==> config.mk <==
export PLATFORM = sky130hd
export DESIGN_NAME = conv_pool_stage_flat
export DESIGN_NICKNAME = d
export VERILOG_FILES = /design/src/rtl/conv_pool_stage_if.sv /design/src/rtl/conv_pool_stage.sv /design/src/flat_wrapper.sv
export SDC_FILE = /design/constraint.sdc
export NUM_CORES = 1
export LEC_CHECK = 0
export BUFFER_PORTS_ARGS = -buffer_cell sky130_fd_sc_hd__buf_2
export CAP_MARGIN = 40
export CORE_MARGIN = 2
export CORE_UTILIZATION = 40
export CTS_CLUSTER_DIAMETER = 60
export DETAILED_ROUTE_END_ITERATION = 16
export GPL_TIMING_DRIVEN = 0
export SYNTH_ARGS = -nofsm -noshare
export SYNTH_HDL_FRONTEND = slang
export SYNTH_SLANG_ARGS = --single-unit
==> constraint.sdc <==
create_clock -name i_clk -period 5.7 [get_ports i_clk]
set_input_delay 0.285 -clock i_clk [delete_from_list [all_inputs] [get_ports i_clk]]
set_output_delay 0.285 -clock i_clk [all_outputs]
set_load 0.005 [all_outputs]
==> src/rtl/conv_pool_stage_if.sv <==
// Stream-in / SRAM-write bundle for conv_pool_stage.
// The master drives start/valid/result and the slave (the pooling stage) drives the rest.
interface conv_pool_stage_if #(
  parameter int DATA_WIDTH      = 8,
  parameter int SRAM_ADDR_WIDTH = 4
);
  logic                              i_start;
  logic                              i_valid;
  logic signed [DATA_WIDTH-1:0]      i_result;
  logic                              o_ready;
  logic                              o_wr_en;
  logic        [SRAM_ADDR_WIDTH-1:0] o_wr_addr;
  logic signed [DATA_WIDTH-1:0]      o_wr_data;
  logic                              o_done;

  modport master (
    output i_start, i_valid, i_result,
    input  o_ready, o_wr_en, o_wr_addr, o_wr_data, o_done
  );

  modport slave (
    input  i_start, i_valid, i_result,
    output o_ready, o_wr_en, o_wr_addr, o_wr_data, o_done
  );
endinterface

==> src/rtl/conv_pool_stage.sv <==
// 2x2 stride-2 signed max pooling of a raster conv stream into sequential SRAM writes.
// Optional macro CONV_POOL_RELU_EN clamps each accepted pixel to >= 0 before pooling.
module conv_pool_stage #(
  parameter int DATA_WIDTH      = 8,
  parameter int FMAP_W          = 4,
  parameter int FMAP_H          = 4,
  parameter int SRAM_ADDR_WIDTH = 4
) (
  input  logic               i_clk,
  input  logic               i_rst,
  conv_pool_stage_if.slave   bus,
  output logic [1:0]         o_dbg_state
);
  localparam int CW   = (FMAP_W > 1) ? $clog2(FMAP_W) : 1;
  localparam int RW   = (FMAP_H > 1) ? $clog2(FMAP_H) : 1;
  localparam int LB_N = FMAP_W / 2;
  localparam int LBW  = (LB_N > 1) ? $clog2(LB_N) : 1;
  localparam logic [CW-1:0] COL_LAST = CW'(FMAP_W - 1);
  localparam logic [RW-1:0] ROW_LAST = RW'(FMAP_H - 1);
  localparam logic [CW-1:0] COL_ONE  = CW'(1);
  localparam logic [RW-1:0] ROW_ONE  = RW'(1);
  localparam logic [SRAM_ADDR_WIDTH-1:0] ADDR_ONE = SRAM_ADDR_WIDTH'(1);

  typedef enum logic [1:0] {
    S_IDLE = 2'd0,
    S_RUN  = 2'd1,
    S_DONE = 2'd2
  } state_t;

  state_t state_q, state_d;

  logic        [CW-1:0]              col_q;
  logic        [RW-1:0]              row_q;
  logic signed [DATA_WIDTH-1:0]      pair_q;
  logic signed [DATA_WIDTH-1:0]      linebuf [0:LB_N-1];
  logic                              wr_en_q;
  logic        [SRAM_ADDR_WIDTH-1:0] wr_addr_q;
  logic signed [DATA_WIDTH-1:0]      wr_data_q;

  logic                              accept;
  logic                              last_px;
  logic signed [DATA_WIDTH-1:0]      pix_in;
  logic        [LBW-1:0]             lb_idx;
  logic signed [DATA_WIDTH-1:0]      pair_max;
  logic signed [DATA_WIDTH-1:0]      pool_max;

  function automatic logic signed [DATA_WIDTH-1:0] smax(
    input logic signed [DATA_WIDTH-1:0] a,
    input logic signed [DATA_WIDTH-1:0] b
  );
    return (a > b) ? a : b;
  endfunction

  // Handshake: a pixel is taken on a rising edge when i_valid and o_ready are both high
  // and i_start is low; o_ready is high for the whole RUN state, so there is no backpressure.
  assign accept  = bus.i_valid && (state_q == S_RUN) && !bus.i_start;
  assign last_px = (col_q == COL_LAST) && (row_q == ROW_LAST);

  always_ff @(posedge i_clk or posedge i_rst) begin
    if (i_rst) state_q <= S_IDLE;
    else       state_q <= state_d;
  end

  always_comb begin
    state_d = state_q;
    case (state_q)
      S_IDLE:  if (bus.i_start) state_d = S_RUN;
      S_RUN: begin
        if (bus.i_start)          state_d = S_RUN;
        else if (accept && last_px) state_d = S_DONE;
      end
      S_DONE:  if (bus.i_start) state_d = S_RUN;
      default: state_d = S_IDLE;
    endcase
  end

  always_comb begin
`ifdef CONV_POOL_RELU_EN
    pix_in = bus.i_result[DATA_WIDTH-1] ? '0 : bus.i_result;
`else
    pix_in = bus.i_result;
`endif
    lb_idx   = LBW'(col_q >> 1);
    pair_max = smax(pair_q, pix_in);
    pool_max = smax(linebuf[lb_idx], pair_max);
  end

  always_ff @(posedge i_clk or posedge i_rst) begin
    if (i_rst) begin
      col_q     <= '0;
      row_q     <= '0;
      pair_q    <= '0;
      wr_en_q   <= 1'b0;
      wr_addr_q <= '0;
      wr_data_q <= '0;
    end else begin
      wr_en_q <= 1'b0;
      if (bus.i_start) begin
        col_q     <= '0;
        row_q     <= '0;
        wr_addr_q <= '0;
      end else begin
        // Address reflects the write in flight, then steps past it.
        if (wr_en_q) wr_addr_q <= wr_addr_q + ADDR_ONE;
        if (accept) begin
          if (col_q == COL_LAST) begin
            col_q <= '0;
            row_q <= (row_q == ROW_LAST) ? '0 : row_q + ROW_ONE;
          end else begin
            col_q <= col_q + COL_ONE;
          end
          if (!col_q[0]) begin
            pair_q <= pix_in;
          end else if (row_q[0]) begin
            wr_en_q   <= 1'b1;
            wr_data_q <= pool_max;
          end
        end
      end
    end
  end

  // Even rows park their horizontal maxima here for the odd row beneath.
  always_ff @(posedge i_clk) begin
    if (accept && col_q[0] && !row_q[0]) linebuf[lb_idx] <= pair_max;
  end

  assign bus.o_ready   = (state_q == S_RUN);
  assign bus.o_done    = (state_q == S_DONE);
  assign bus.o_wr_en   = wr_en_q;
  assign bus.o_wr_addr = wr_addr_q;
  assign bus.o_wr_data = wr_data_q;
  assign o_dbg_state   = state_q;
endmodule

==> src/flat_wrapper.sv <==
// flat-port wrapper written by rule: the top's interface ports become plain ports
module conv_pool_stage_flat 
#(
  parameter int DATA_WIDTH      = 8,
  parameter int FMAP_W          = 4,
  parameter int FMAP_H          = 4,
  parameter int SRAM_ADDR_WIDTH = 4
)
  (i_clk, i_rst, o_dbg_state, bus_i_start, bus_i_valid, bus_i_result, bus_o_ready, bus_o_wr_en, bus_o_wr_addr, bus_o_wr_data, bus_o_done);
  conv_pool_stage_if #(.DATA_WIDTH(DATA_WIDTH), .SRAM_ADDR_WIDTH(SRAM_ADDR_WIDTH)) bus_i ();
  input  logic i_clk;
  input  logic i_rst;
  output logic [1:0] o_dbg_state;
  input wire logic [$bits(bus_i.i_start)-1:0] bus_i_start;
  input wire logic [$bits(bus_i.i_valid)-1:0] bus_i_valid;
  input wire logic [$bits(bus_i.i_result)-1:0] bus_i_result;
  output wire logic [$bits(bus_i.o_ready)-1:0] bus_o_ready;
  output wire logic [$bits(bus_i.o_wr_en)-1:0] bus_o_wr_en;
  output wire logic [$bits(bus_i.o_wr_addr)-1:0] bus_o_wr_addr;
  output wire logic [$bits(bus_i.o_wr_data)-1:0] bus_o_wr_data;
  output wire logic [$bits(bus_i.o_done)-1:0] bus_o_done;
  assign bus_i.i_start = bus_i_start;
  assign bus_i.i_valid = bus_i_valid;
  assign bus_i.i_result = bus_i_result;
  assign bus_o_ready = bus_i.o_ready;
  assign bus_o_wr_en = bus_i.o_wr_en;
  assign bus_o_wr_addr = bus_i.o_wr_addr;
  assign bus_o_wr_data = bus_i.o_wr_data;
  assign bus_o_done = bus_i.o_done;
  conv_pool_stage #(.DATA_WIDTH(DATA_WIDTH), .FMAP_W(FMAP_W), .FMAP_H(FMAP_H), .SRAM_ADDR_WIDTH(SRAM_ADDR_WIDTH)) u_core (.i_clk(i_clk), .i_rst(i_rst), .bus(bus_i), .o_dbg_state(o_dbg_state));
endmodule
Word level (Yosys, flattened, before mapping) --
Memory sizes are Yosys's and may differ from the RTL's. Cells that the tools add are included.
Storage, ports and cells: RAM bits 16, output and inout port bits 17, memories kept 1, input port bits 12, flip-flop bits (word level) 27
Memory list:
- u_core.linebuf | depth 2, width 8, rd ports 1, clocked after Yosys merged registers in 0, wr ports 1, RTL line conv_pool_stage.sv:35 | logic signed [DATA_WIDTH-1:0] linebuf [0:LB_N-1];
Cells by class: $add $sub $neg 3, equality and inequality tests 6, reductions and logical operators 17, order comparisons 2, bitwise operators 2, mux-type cells 21
Operators by type and width (count):
- two-way mux 2 bit | 10
- > comparator 8 bit | 2
- two-way mux 8 bit | 2
- two-way mux 4 bit | 2
- == test 2 bit (second input constant) | 3
- logical AND 1 bit | 6
- two-way mux 1 bit | 6
- nonzero test 2 bit | 3
- adder 2 x 1 -> 2 bit (second input constant) | 2
- adder 4 x 1 -> 4 bit (second input constant) | 1
- one-hot mux 2 bit (2 select lines) | 1
- AND reduction 2 bit | 2
- AND reduction 4 bit | 1
- != test 3 x 2 -> 1 bit (second input constant) | 1
- AND reduction 3 bit | 1
- == test 2 x 1 -> 1 bit (second input constant) | 1
- zero test 1 bit | 2
- zero test 2 bit | 1
- != test 2 x 1 -> 1 bit (second input constant) | 1
- inverter 1 bit | 2
- OR reduction 2 bit | 1

Logic depth before layout (Yosys ltp) --
depth after elaboration 7, gate-level depth with buffers 15, depth with buffers taken out 14

Least setup slack after synthesis --
Ideal clock, no wire load.
path type reg2reg, from reg u_core.pair_q[7], to reg u_core.wr_data_q[0], in the netlist u_core.bus.o_wr_data[0], cell stages (with the launch flop) 15, period minus slack after synthesis 3561 ps, path buffers 1, path slack 2139 ps, arrival time 3435 ps, cells stage by stage dfrtp_1 > ha_1 > nand4_1 > o32ai_1 > a31oi_1 > a21oi_2 > mux2i_1 > ha_1 > or4_4 > a221oi_2 > a221oi_1 > or2_1 > buf_6 > nor3b_1 > a221o_1
Between the ends: cells in the longest elaborated chain, start to end 4
Ends and longest elaborated chain:
- from (decl) | RTL line conv_pool_stage.sv:34 | logic signed [DATA_WIDTH-1:0] pair_q;
- from (signal assigned) | RTL line conv_pool_stage.sv:113 | pair_q <= pix_in;
- > comparator 8 bit | RTL line conv_pool_stage.sv:51 | return (a > b) ? a : b;
- two-way mux 8 bit * | RTL line conv_pool_stage.sv:51
- > comparator 8 bit | RTL line conv_pool_stage.sv:51
- two-way mux 8 bit * | RTL line conv_pool_stage.sv:51
- to (signal assigned) | RTL line conv_pool_stage.sv:116 | wr_data_q <= pool_max;
- to (decl) | RTL line conv_pool_stage.sv:38 | logic signed [DATA_WIDTH-1:0] wr_data_q;
Every way passes the cells marked *; elsewhere a longest branch is shown, timed or not. A chain may end at the register's enable or synchronous reset.

Final worst setup path --
Same ends and word-level chain as after synthesis.

==> flow_metrics.env <==
export IMPL_max_vdd_ir_drop_mv=0.1465
export IMPL_dieArea_um2=6263
export IMPL_final_layout_size_suffix_gt1_share_pct=23.85
export IMPL_hold_end="u_core.pair_q[0]$_DFFE_PP0P_"
export IMPL_rows=27
export IMPL_cts_inserted_buffers=5
export IMPL_r2r_setup_slack_ns=1.74
export IMPL_status="finished, final reports clean"
export IMPL_setup_tns_ns=0
export IMPL_layout_worst_path_cycle_share_pct=69.40
export IMPL_cp_max_fo=9
export IMPL_placeableCoreArea_um2=5473
export IMPL_critPathLaunch="u_core.pair_q[7]$_DFFE_PP0P_"
export IMPL_use_met3_pct=3.864
export IMPL_power_share_switching_pct=30.56
export IMPL_whs_path_depth=3
export IMPL_min_from="bus_i_result[0]"
export IMPL_relSlewSlack_pct=49.68
export IMPL_hold_viol_final=0
export IMPL_tightestPinTransition_ns=0.7506
export IMPL_grt_busiest_layer="met2"
export IMPL_timing_reg2reg_worst_path_depth=14
export IMPL_port_buffers=28
export IMPL_globalRouteTotalUtil_pct=15.20
export IMPL_syn_avg_cell_area_um2=11.35
export IMPL_finalSetupViolCount=0
export IMPL_fin_ws_ns=1.744
export IMPL_starting_density_pct=41.27
export IMPL_timing_max_cap_violations=0
export IMPL_critPathLaunchType="flip-flop"
export IMPL_async_reset_ff_share_pct=62.79
export IMPL_wirelength_um=4313
export IMPL_drtIter0Drc=55
export IMPL_nFillCells=540
export IMPL_worstSkewPairLatency_ns=0.29
export IMPL_cts_repair_resized=0
export IMPL_p_total_mw=0.7742
export IMPL_share_clk_of_total_power_pct=23.8
export IMPL_synth_ff_type="dfrtp_1"
export IMPL_clock_tree_buffer_depth=2
export IMPL_nNetsFinal=269
export IMPL_synth_enable_flop_cells=16
export IMPL_cellInternalPower_mw=0.5376
export IMPL_die_h_um=79.14
export IMPL_cts_root_buffer_cell="clkbuf_8"
export IMPL_postSynthCellCount=199
export IMPL_cts_setup_buffers=0
export IMPL_synthesized_net_count=230
export IMPL_dp_slack_ns=1.706
export IMPL_grt_pass1_vias=1558
export IMPL_detail_route_antenna_nets=0
export IMPL_power_net_switching_mw=0.2366
export IMPL_worstReg2RegEnd="u_core.bus.o_wr_data[0]$_DFFE_PP0P_"
export IMPL_finalWorstPathRequiredPeriod_ns=3.956
export IMPL_clock_tree_from_tritoncts="built"
export IMPL_hold_class="primary input to flip-flop"
export IMPL_gp_congestion=0.7671
export IMPL_powerDensity_nw_per_um2=295.8
export IMPL_htree_num_levels=2
export IMPL_grt_setup_unrepaired="no"
export IMPL_area_delta_synth_final_pct=15.90
export IMPL_detail_route_drc_violations=0
export IMPL_clock_sinks=43
export IMPL_combinationalPowerShare_pct=29.2
export IMPL_n_antenna_cell=0
export IMPL_grtUsageMet1_pct=20.18
export IMPL_grt_max_degree=20
export IMPL_timing_max_transition_violations_final=0
export IMPL_globalRoute_totalOverflow=0
export IMPL_grt_antenna_before_repair=0
export IMPL_ys_seq_elements=43
export IMPL_post_drt_via_cell_ratio=5.071
export IMPL_critical_path_class="flip-flop to flip-flop"
export IMPL_cts_reportedPaths_clkPinSlew_ns=0.08
export IMPL_die_w_um=79.14
export IMPL_post_drt_wl_per_cell_um=13.87
export IMPL_detail_route_first_pass_iterations=4
export IMPL_static_leakage_power_nw=1.191
export IMPL_yosysWarnings=0
export IMPL_critPathArrivalTime_ns=4.13
export IMPL_seqPwrFrac_pct=47.1
export IMPL_synth_area_um2=2258
export IMPL_global_route_wire_length_before_repair_um=7300
export IMPL_grtUsageMet2_pct=24.49
export IMPL_dr_total_vias=1577
export IMPL_clock_skew_final_ns=0.004207
export IMPL_synth_distinct_cells=36
export IMPL_critPathCaptureType="flip-flop"
export IMPL_required_ns=5.88
export IMPL_achievable_frequency_ghz=0.2528
export IMPL_seq_area_frac_synth_pct=51.19
export IMPL_pin_count=29
export IMPL_critical_path_reg2reg_startpoint="u_core.pair_q[7]$_DFFE_PP0P_"
export IMPL_place_hpwl_um=3290
[flip-flops by register name, summed over array words and instances (netlist names)]
| register | count |
|---|---|
| u_core.linebuf | 16 |
| u_core.bus.o_wr_data | 8 |
| u_core.bus.o_wr_en | 1 |
| u_core.row_q | 2 |
| u_core.col_q | 2 |
| u_core.o_dbg_state | 2 |
| u_core.bus.o_wr_addr | 4 |
| u_core.pair_q | 8 |
[routing by layer]
metal | wire length (um) | part of all wire [%]
met1 | 2192 | 51
met2 | 1872 | 43
met3 | 191 | 4.4
met4 | 57 | 1.3
met5 | 0 | 0
[critical path, cell delays in order (launching register included)]
cell and delay (ns):
dfrtp_1 0.40, ha_1 0.32, nand4_1 0.13, o32ai_1 0.28
a31oi_1 0.09, a21oi_2 0.48, mux2i_1 0.27, ha_1 0.28
or4_4 0.54, a221oi_2 0.18, a221oi_1 0.12, or2_1 0.23
buf_6 0.14, nor3b_1 0.13, a221o_1 0.26
[worst max path at each step]
| stage | end | cells past startpoint |
|---|---|---|
| finish | u_core.bus.o_wr_data[0]$_DFFE_PP0P_ | 14 |
| detailed placement | u_core.bus.o_wr_data[0]$_DFFE_PP0P_ | 16 |
| global route | u_core.bus.o_wr_data[0]$_DFFE_PP0P_ | 14 |
| floorplan | u_core.bus.o_wr_data[0]$_DFFE_PP0P_ | 14 |
| global placement | u_core.bus.o_wr_data[0]$_DFFE_PP0P_ | 16 |
| CTS | u_core.bus.o_wr_data[0]$_DFFE_PP0P_ | 14 |
[area by class of cell]
class	instances	area, um2	area share (%)
repair buffers	32	187.7	7.170
well taps	72	90.09	3.442
clock inverters	1	5.005	0.1912
multi-input cells	132	1005	38.38
inverters	19	71.32	2.725
clock buffers	7	76.32	2.916
plain buffers	5	26.28	1.004
flip-flops and latches	43	1156	44.17
[cell usage in the layout, fill, tap and decap left out, types with 2 or more instances in the layout]
cell	count
a21oi_1	7
a31oi_1	2
buf_2	30
clkbuf_1	5
clkbuf_8	5
dfrtp_1	27
edfxtp_1	16
ha_1	19
inv_1	18
mux2_2	15
mux2i_1	9
nand2_1	18
nand3_1	11
nand4_1	3
nor2_1	12
nor2b_1	3
nor3_1	2
nor3b_1	2
o211ai_1	8
o21ai_0	4
xor2_1	3
[cells by family after synthesis]
| family | Yosys count | share of synthesized area (%) |
|---|---|---|
| XOR/XNOR | 4 | 1.552 |
| flip-flops | 43 | 51.19 |
| adder cells (fa/ha/maj) | 19 | 10.53 |
| buffers and inverters | 24 | 4.321 |
| AO/OA/AOI/OAI | 29 | 8.975 |
| AND/OR/NAND/NOR | 56 | 11.97 |
| multiplexers | 24 | 11.47 |
[repair_timing]
item | in CTS | in global routing
hold buffers | 1 | 0
hold endpoints to repair | 8 | 0
setup endpoints to repair | 0 | 0
[synth_stat cells, types with 2 or more instances]
| master | n | area, um2 |
|---|---|---|
| nor2_1 | 12 | 45.04 |
| ha_1 | 19 | 237.7 |
| a31oi_1 | 2 | 12.51 |
| mux2i_1 | 9 | 90.09 |
| o21ai_0 | 4 | 20.02 |
| nand2_1 | 18 | 67.56 |
| inv_1 | 18 | 67.56 |
| xor2_1 | 3 | 26.28 |
| clkbuf_1 | 3 | 11.26 |
| nor3_1 | 2 | 10.01 |
| nand3_1 | 11 | 55.05 |
| mux2_2 | 15 | 168.9 |
| dfrtp_1 | 27 | 675.7 |
| nor3b_1 | 2 | 15.01 |
| a21oi_1 | 7 | 35.03 |
| o211ai_1 | 8 | 60.06 |
| nand4_1 | 3 | 18.77 |
| nor2b_1 | 3 | 18.77 |
| edfxtp_1 | 16 | 480.5 |
[stage by stage]
step / hold WS (ns) / cell area, um2 / std cells / utilization (%)
after floorplan: 0.3377 / 2258 / 199 / -
after global placement: 0.4747 / 2489 / 299 / 45.47
after detailed placement: 0.3110 / 2526 / 302 / 46.16
after CTS: 0.2265 / 2618 / 311 / 47.83
after global routing: 0.2517 / 2618 / 311 / 47.83
final: 0.2285 / 2618 / 311 / 47.83
[power groups by stage]
stage	clock (mW)	sequential [mW]	combinational (mW)
6_report	0.184	0.364	0.226
3_5_place_dp	0	0.371	0.226
4_1_cts	0.191	0.364	0.229
5_1_grt	0.203	0.367	0.257
2_1_floorplan	0	0.368	0.170
3_3_place_gp	0	0.370	0.221
Note: power is estimated with default switching activity, not from simulation.
